### src/rtl/calc_sequencer.sv
// calc_sequencer
// Single-clock controller for the two-digit keypad calculator. Sequences
// operand entry (A tens/ones, operator, B tens/ones) from debounced key
// events. On Equal it launches the shared multi-cycle ALU through a
// start/done handshake and latches the result for the display path.
// It also handles clear-abort (including a result still in flight), ALU
// timeout and error reporting. All outputs come straight from registers.
module calc_sequencer #(
  parameter int ALU_TIMEOUT = 64,
  parameter int RESULT_W    = 14
) (
  input  logic                clk,
  input  logic                rst,
  input  logic                key_valid,
  input  logic [7:0]          key_code,
  output logic                alu_start,
  output logic [6:0]          alu_a,
  output logic [6:0]          alu_b,
  output logic [1:0]          alu_op,
  input  logic                alu_done,
  input  logic                alu_err,
  input  logic [RESULT_W-1:0] alu_result,
  output logic [3:0]          disp_stage,
  output logic [3:0]          disp_hi,
  output logic [3:0]          disp_lo,
  output logic [RESULT_W-1:0] result,
  output logic                result_valid,
  output logic                error,
  output logic                busy
);

  // The timeout counter only has to reach ALU_TIMEOUT-1.
  localparam int            TW       = $clog2(ALU_TIMEOUT);
  localparam logic [TW-1:0] TMO_LAST = TW'(ALU_TIMEOUT - 1);
  localparam logic [3:0]    BLANK    = 4'hF;

  typedef enum logic [3:0] {
    S_IDLE,
    S_A1,
    S_A0,
    S_OP,
    S_B1,
    S_B0,
    S_CALC,
    S_SHOW,
    S_ERR
  } state_t;

  // ------------------------------------------------------------------
  // Key decode. Codes that match none of these classes are ignored.
  // ------------------------------------------------------------------
  logic [3:0] key_val;
  logic       key_digit;
  logic       key_oper;
  logic       key_equal;
  logic       key_clear;

  assign key_val   = key_code[3:0];
  assign key_digit = key_valid && !key_code[7] && (key_val <= 4'd9);
  assign key_oper  = key_valid && (key_code[7:4] == 4'hF);
  assign key_equal = key_valid && (key_code == 8'hEE);
  assign key_clear = key_valid && (key_code == 8'hCC);

  // Binary value of a two-digit decimal entry: tens*10 + ones.
  function automatic logic [6:0] two_digit(input logic [3:0] tens,
                                           input logic [3:0] ones);
    logic [6:0] t7;
    t7 = {3'b000, tens};
    return (t7 << 3) + (t7 << 1) + {3'b000, ones};
  endfunction

  // ------------------------------------------------------------------
  // Registers
  // ------------------------------------------------------------------
  state_t                state_q, state_d;
  logic                  alu_start_q, alu_start_d;
  logic [6:0]            alu_a_q, alu_a_d;
  logic [6:0]            alu_b_q, alu_b_d;
  logic [1:0]            alu_op_q, alu_op_d;
  logic [3:0]            tens_q, tens_d;
  logic [3:0]            disp_stage_q, disp_stage_d;
  logic [3:0]            disp_hi_q, disp_hi_d;
  logic [3:0]            disp_lo_q, disp_lo_d;
  logic [RESULT_W-1:0]   result_q, result_d;
  logic                  result_valid_q, result_valid_d;
  logic                  error_q, error_d;
  logic                  busy_q, busy_d;
  // discard: an aborted ALU operation is still running; its done is swallowed.
  logic                  discard_q, discard_d;
  // eq_pend: Equal arrived in B0 while discard was set; launch once it clears.
  logic                  eq_pend_q, eq_pend_d;
  logic [TW-1:0]         tmo_q, tmo_d;

  // Next-state and registered-output logic for the entry/launch sequence
  always_comb begin
    state_d        = state_q;
    alu_start_d    = 1'b0;
    alu_a_d        = alu_a_q;
    alu_b_d        = alu_b_q;
    alu_op_d       = alu_op_q;
    tens_d         = tens_q;
    disp_stage_d   = disp_stage_q;
    disp_hi_d      = disp_hi_q;
    disp_lo_d      = disp_lo_q;
    result_d       = result_q;
    result_valid_d = result_valid_q;
    error_d        = error_q;
    busy_d         = busy_q;
    discard_d      = discard_q;
    eq_pend_d      = eq_pend_q;
    tmo_d          = tmo_q;

    // The first done after an abort belongs to the abandoned operation.
    if (alu_done && discard_q) begin
      discard_d = 1'b0;
    end

    case (state_q)
      S_IDLE, S_SHOW: begin
        if (key_digit) begin
          state_d        = S_A1;
          tens_d         = key_val;
          disp_stage_d   = 4'd1;
          disp_hi_d      = BLANK;
          disp_lo_d      = key_val;
          result_valid_d = 1'b0;
        end
      end

      S_A1: begin
        if (key_digit) begin
          state_d      = S_A0;
          alu_a_d      = two_digit(tens_q, key_val);
          disp_stage_d = 4'd2;
          disp_hi_d    = tens_q;
          disp_lo_d    = key_val;
        end
      end

      S_A0: begin
        if (key_oper) begin
          state_d      = S_OP;
          alu_op_d     = key_code[1:0];
          disp_stage_d = 4'd3;
          disp_hi_d    = BLANK;
          disp_lo_d    = BLANK;
        end
      end

      S_OP: begin
        if (key_digit) begin
          state_d      = S_B1;
          tens_d       = key_val;
          disp_stage_d = 4'd3;
          disp_hi_d    = BLANK;
          disp_lo_d    = key_val;
        end
      end

      S_B1: begin
        if (key_digit) begin
          state_d      = S_B0;
          alu_b_d      = two_digit(tens_q, key_val);
          disp_stage_d = 4'd4;
          disp_hi_d    = tens_q;
          disp_lo_d    = key_val;
        end
      end

      S_B0: begin
        // Never launch while the ALU may still be busy with an aborted job.
        if ((key_equal || eq_pend_q) && !discard_q) begin
          state_d     = S_CALC;
          alu_start_d = 1'b1;
          busy_d      = 1'b1;
          tmo_d       = '0;
          eq_pend_d   = 1'b0;
        end else if (key_equal) begin
          eq_pend_d = 1'b1;
        end
      end

      S_CALC: begin
        // A done on the last allowed cycle still counts as success.
        if (alu_done) begin
          busy_d = 1'b0;
          if (alu_err) begin
            state_d = S_ERR;
            error_d = 1'b1;
          end else begin
            state_d        = S_SHOW;
            result_d       = alu_result;
            result_valid_d = 1'b1;
          end
        end else if (tmo_q == TMO_LAST) begin
          state_d = S_ERR;
          busy_d  = 1'b0;
          error_d = 1'b1;
        end else begin
          tmo_d = tmo_q + TW'(1);
        end
      end

      S_ERR: begin
        // Only Clear leaves; handled below.
      end

      default: begin
        state_d = S_IDLE;
      end
    endcase

    // Clear overrides whatever the state logic decided.
    if (key_clear) begin
      state_d        = S_IDLE;
      alu_start_d    = 1'b0;
      alu_a_d        = '0;
      alu_b_d        = '0;
      alu_op_d       = '0;
      tens_d         = '0;
      disp_stage_d   = 4'd0;
      disp_hi_d      = BLANK;
      disp_lo_d      = BLANK;
      result_valid_d = 1'b0;
      error_d        = 1'b0;
      busy_d         = 1'b0;
      eq_pend_d      = 1'b0;
      tmo_d          = '0;
      // Abort mid-calculation: the ALU keeps running, so its done must be
      // ignored later. If done lands on this very cycle nothing is left.
      if (state_q == S_CALC && !alu_done) begin
        discard_d = 1'b1;
      end
    end
  end

  // State register and registered outputs, asynchronously reset
  always_ff @(posedge clk or posedge rst) begin
    if (rst) begin
      state_q        <= S_IDLE;
      alu_start_q    <= 1'b0;
      alu_a_q        <= '0;
      alu_b_q        <= '0;
      alu_op_q       <= '0;
      tens_q         <= '0;
      disp_stage_q   <= 4'd0;
      disp_hi_q      <= BLANK;
      disp_lo_q      <= BLANK;
      result_q       <= '0;
      result_valid_q <= 1'b0;
      error_q        <= 1'b0;
      busy_q         <= 1'b0;
      discard_q      <= 1'b0;
      eq_pend_q      <= 1'b0;
      tmo_q          <= '0;
    end else begin
      state_q        <= state_d;
      alu_start_q    <= alu_start_d;
      alu_a_q        <= alu_a_d;
      alu_b_q        <= alu_b_d;
      alu_op_q       <= alu_op_d;
      tens_q         <= tens_d;
      disp_stage_q   <= disp_stage_d;
      disp_hi_q      <= disp_hi_d;
      disp_lo_q      <= disp_lo_d;
      result_q       <= result_d;
      result_valid_q <= result_valid_d;
      error_q        <= error_d;
      busy_q         <= busy_d;
      discard_q      <= discard_d;
      eq_pend_q      <= eq_pend_d;
      tmo_q          <= tmo_d;
    end
  end

  assign alu_start    = alu_start_q;
  assign alu_a        = alu_a_q;
  assign alu_b        = alu_b_q;
  assign alu_op       = alu_op_q;
  assign disp_stage   = disp_stage_q;
  assign disp_hi      = disp_hi_q;
  assign disp_lo      = disp_lo_q;
  assign result       = result_q;
  assign result_valid = result_valid_q;
  assign error        = error_q;
  assign busy         = busy_q;

endmodule

### config.mk
export PLATFORM = sky130hd
export DESIGN_NAME = calc_sequencer
export DESIGN_NICKNAME = d
export VERILOG_FILES = /design/src/rtl/calc_sequencer.sv
export SDC_FILE = /design/constraint.sdc
export NUM_CORES = 1
export LEC_CHECK = 0
export ABC_AREA = 1
export BUFFER_PORTS_ARGS = -buffer_cell sky130_fd_sc_hd__buf_2
export CORE_MARGIN = 2
export CORE_UTILIZATION = 58
export CTS_CLUSTER_DIAMETER = 50
export CTS_CLUSTER_SIZE = 25
export DETAILED_ROUTE_END_ITERATION = 7
export GPL_ROUTABILITY_DRIVEN = 0
export PLACE_DENSITY = 0.84
export SYNTH_ARGS = -nofsm -noshare
export SYNTH_HDL_FRONTEND = slang
export SYNTH_SLANG_ARGS = --single-unit
### constraint.sdc
create_clock -name clk -period 6.35 [get_ports clk]
set_clock_uncertainty 0.15 [all_clocks]
set_input_delay 0.635 -clock clk [delete_from_list [all_inputs] [get_ports clk]]
set_output_delay 0.635 -clock clk [all_outputs]
set_load 0.03 [all_outputs]
### Word level (Yosys, flattened, before mapping)

Cells that the tools add are included.

* flip-flop bits (word level): 62
* input port bits: 27
* output and inout bits: 46
* logic and storage cells: 157

* add/sub/neg operators: 3
* $lt $le $gt $ge: 1
* equal/unequal tests: 28
* mux-type cells: 62
* bitwise gates (word level): 1
* reductions and logical operators: 46

Operator list (count)
* $mux W4: 20
* $mux W7: 5
* $pmux W4 S8: 1
* $ne A3 B3 Y1 const B: 10
* $mux W6: 4
* $mux W1: 23
* $pmux W4 S5: 1
* $eq A4 B3 Y1 const B: 4
* $eq A8 B8 Y1 const B: 2
* $reduce_bool A2 Y1: 8
* $reduce_bool A3 Y1: 5
* $ne A3 B1 Y1 const B: 4
* $pmux W4 S3: 1
* $pmux W6 S2: 1
* $reduce_and A3 Y1: 4
* $reduce_and A4 Y1: 3
* $reduce_and A2 Y1: 5
* $eq A4 B2 Y1 const B: 2
* $eq A4 B4 Y1 const B: 2
* $logic_and A1 B1 Y1: 8
* $pmux W4 S2: 1
* $reduce_and A8 Y1: 1
* $add A7 B4 Y7: 1
* $add A7 B5 Y7: 1
* 18 further kinds: 24

### Depth between registers and ports, before layout

* word-level depth: 7
* mapped depth: 11
* gate-level depth less buffers: 10

### Least setup slack after synthesis

OpenSTA, ideal clock, no wires.

* path kind: input to register
* start: input port key_code[3]
* end: register alu_b_q[6], in the netlist alu_b[6]
* library setup time: 0.131 ns
* arrival time: 2.331 ns
* required time: 6.069 ns
* slack: 3.738 ns
* stages: 9
* path buffers: 0
* cell sequence: inv_1 -> fa_1 -> inv_1 -> fa_1 -> a21oi_1 -> o21bai_1 -> or2_2 -> nand3_1 -> o21ai_0

* cells in the longest elaborated chain, start to end: 4
* elaborated cells between the ends (all ways): 11
* those cells by class: 1 x add/sub; 1 x order compare; 1 x eq/ne; 3 x mux; 5 x reduce/logical

RTL lines
* from (decl): line 15 `input logic [7:0] key_code,`
* $add A7 B4 Y7 (tied with other cells): line 69 `return (t7 << 3) + (t7 << 1) + {3'b000, ones};`
* $mux W7 (tied with other cells): line 161 `if (key_digit) begin`
* $mux W7 or $reduce_bool A2 Y1 (tied branches)
* $mux W7 or $reduce_and A2 Y1 (tied branches)
* to (signal assigned): line 260 `alu_b_q <= alu_b_d;`
* to (decl): line 78 `logic [6:0] alu_b_q, alu_b_d;`

Several ways; a longest one is shown, not always the timed one. The select of a mux whose other input is x is not followed.
A chain may end at the register's enable or synchronous reset.

### Worst setup path in the final report

Ends and elaborated chain as after synthesis.

==> results.py <==
metrics = {
    "routing": {
        "num_vias": 2850,
        "dr.pass1.iters": 4,
        "routed_wirelength_um": 7070,
        "avgRoutedWirePerCell_um": 12.9,
        "drtAntennaViolNets": 0,
        "drt-vias-per-instance": 5.19,
        "drc": 0,
        "drt-initial-drc-count": 134,
    },
    "critical_path": {
        "crit_fanout": 4,
        "required_ns": 6.39,
        "cp-end-kind": "register",
        "critPathTopFamily": "adder cells",
        "slowest_stage": "fa_1",
        "startpoint_type": "input port",
        "path_cells": "buf_2 -> inv_1 -> fa_1 -> inv_1 -> fa_1 -> a21oi_1 -> o21bai_1 -> or2_2 -> nand3_1 -> o21ai_0",
        "slowest_delay_ns": 0.53,
        "cp.buffers_inverters": 3,
        "arrival_ns": 2.64,
        "worstSetupPathType": "input port to register",
    },
    "floorplanning": {
        "std_cell_rows": 27,
        "pin_count": 73,
        "initial_utilization_pct": 60.2,
        "design.die.area_um2": 6370,
        "coreArea_um2": 5540,
        "die_h_um": 79.8,
        "die_w_um": 79.8,
    },
    "global_route": {
        "overflow": 0,
        "track_usage_pct": 24.1,
        "grt_pass1_vias": 2687,
        "grt_max_degree": 62,
        "antenna_found_initial": 0,
        "grt_pass1_wl_um": 11900,
    },
    "final_layout": {
        "finalNetCount": 509,
        "final_layout_size_suffix_gt1_share_pct": 30.2,
        "area_growth_pct": 15.5,
        "final_cells": 549,
        "diodes": 0,
    },
    "sta": {
        "worst_pin_slew_ns": 0.754,
        "relSlewSlack_pct": 49.8,
        "finalCritPeriodShare_pct": 41.0,
        "rsz0062_at_grt": "no",
        "setup_viol": 0,
        "whs_ns": 0.319,
        "tns_ns": 0,
        "min_period_ns": 2.60,
        "slew_viol_final": 0,
        "hold_viol": 0,
        "fmax_mhz": 384,
    },
    "yosys": {
        "synth_top_area_share_pct": 39.8,
        "synth_common_cells": "nand2_1, dfrtp_1, inv_1",
        "synth-async-reset-ratio_pct": 100,
        "yosysMostFrequentCell": "nand2_1",
        "synth-seq-area-share_pct": 46.1,
        "synth_ff_type": "dfrtp_1",
        "avgSynthCellArea_um2": 8.33,
        "synth_edf_count": 0,
        "synth.distinct_cells": 37,
        "yosys_warnings": 0,
        "yosysTopAreaCell": "dfrtp_1",
        "syn-num-nets": 437,
        "synth-seq-cells": 61,
        "synth_area_um2": 3330,
        "synth_cells": 400,
        "synth.area.top_cells": "dfrtp_1, nand2_1, dfstp_2",
    },
    "place": {
        "io_buffers": 71,
        "place_hpwl_um": 5140,
        "dp_cells": 533,
    },
    "clock_network": {
        "hold_buffers": 0,
        "max-clock-path-buffers": 2,
        "cts_buffers": 9,
        "root_buffer": "clkbuf_8",
        "path_clk_slew_ns": 0.07,
        "cts_tree": "built",
        "htree_levels": 3,
        "worstSkewPairLatency_ns": 0.33,
        "clkSinkCount": 61,
        "cts_setup_buffers": 0,
        "ctsResizeCount": 0,
    },
    "power": {
        "seqPwrFrac_pct": 32.0,
        "internal_power_w": 0.00106,
        "combPwrFrac_pct": 54.1,
        "pwr-share-clk_pct": 13.9,
        "leakage_nw": 2.13,
        "pwr_density_cell_nw_per_um2": 541,
        "swShare_pct": 49.1,
        "switchingPower_w": 0.00102,
        "peakVddDrop_mv": 0.260,
        "power_w": 0.00208,
    },
    "worst_hold_path": {
        "min_path_type": "register to register",
    },
    "flow_run": {
        "maxCapViolCount": 0,
    },
    "run_status": {
        "status": "complete, no violations",
    },
}
cells in the final DEF (no fill, tap or decap), drive strengths merged:
cell,netlist,final
clkinv,1,5
or2,2,2
clkbuf,0,11
xor2,3,3
nand4,6,6
nand2,156,156
nor2,26,26
inv,39,39
clkinvlp,0,1
a31o,1,1
o21a,1,1
fa,2,2
nand3,29,29
nor3,4,4
and3,1,1
a21oi,6,6
dfrtp,53,53
dfstp,8,8
ha,8,8
conb,1,1
o21ai,41,41
o21bai,1,1
buf,11,72
per-layer routing:
layer	track usage (%)	part of all wire [%]	wire, um
met1	29.3	42	2960
met2	41.5	52	3680
met3	5.54	4.6	328
met4	9.32	1.4	101
met5	0	0	0
registers in the layout, summed over array words and instances (netlist names), 2 cells and up:
register	flops
tmo_q	6
disp_hi	4
state_q	4
disp_stage	3
result	14
tens_q	4
alu_a	7
disp_lo	4
alu_b	7
alu_op	2
final timing paths:
path | depth (start not counted) | end | slack (ns) | from
worst min-delay path | 2 | result[10] | 0.32 | result[10]
worst max-delay path | 10 | alu_b[6] | 3.75 | key_code[3]
worst max register to register | 9 | alu_b[6] | 3.84 | tens_q[0]
min in group asynchronous | 3 | alu_b[6] | 0.36 | rst
worst min register to register | 2 | result[10] | 0.32 | result[10]
max in group asynchronous | 3 | discard_q | 5.19 | rst
cell families after synthesis:
logic type	after synthesis	synth area share, %
other cells	1	0.113
simple gates	224	32.0
xor+xnor	3	0.788
fa+ha+maj	10	4.20
compound gates	50	9.35
flops	61	46.1
buf+inv	51	7.47
worst min-delay path, cell delays in order (launching register included):
cell and delay, ns:
dfrtp_1 0.34, nand2_1 0.05, nand2_1 0.05
cell type report:
type | instances | area, um^2
clock inverters | 5 | 27.5
multi-input cells | 288 | 1550
flip-flops and latches | 61 | 1540
fillers | 467 | 1690
repair buffers | 72 | 363
inverters | 40 | 153
well taps | 72 | 90.1
clock buffers | 11 | 131
per-stage QoR:
step	setup WS [ns]	instance area (um^2)	util (%)
3_5_place_dp	3.39	3690	66.6
2_1_floorplan	3.74	3330	-
3_3_place_gp	3.50	3690	66.6
6_report	3.75	3850	69.5
5_1_grt	3.60	3850	69.5
4_1_cts	3.76	3850	69.5
power by group through the flow:
stage | sequential, W | combinational [W] | clock [W]
after floorplan | 0.000916 | 0.000648 | 0
after global placement | 0.000666 | 0.00110 | 0
after detailed placement | 0.000674 | 0.00113 | 0
after CTS | 0.000668 | 0.00114 | 0.000295
after global routing | 0.000689 | 0.00126 | 0.000315
final | 0.000667 | 0.00113 | 0.000289
Note: power is estimated with default switching activity, not from simulation.
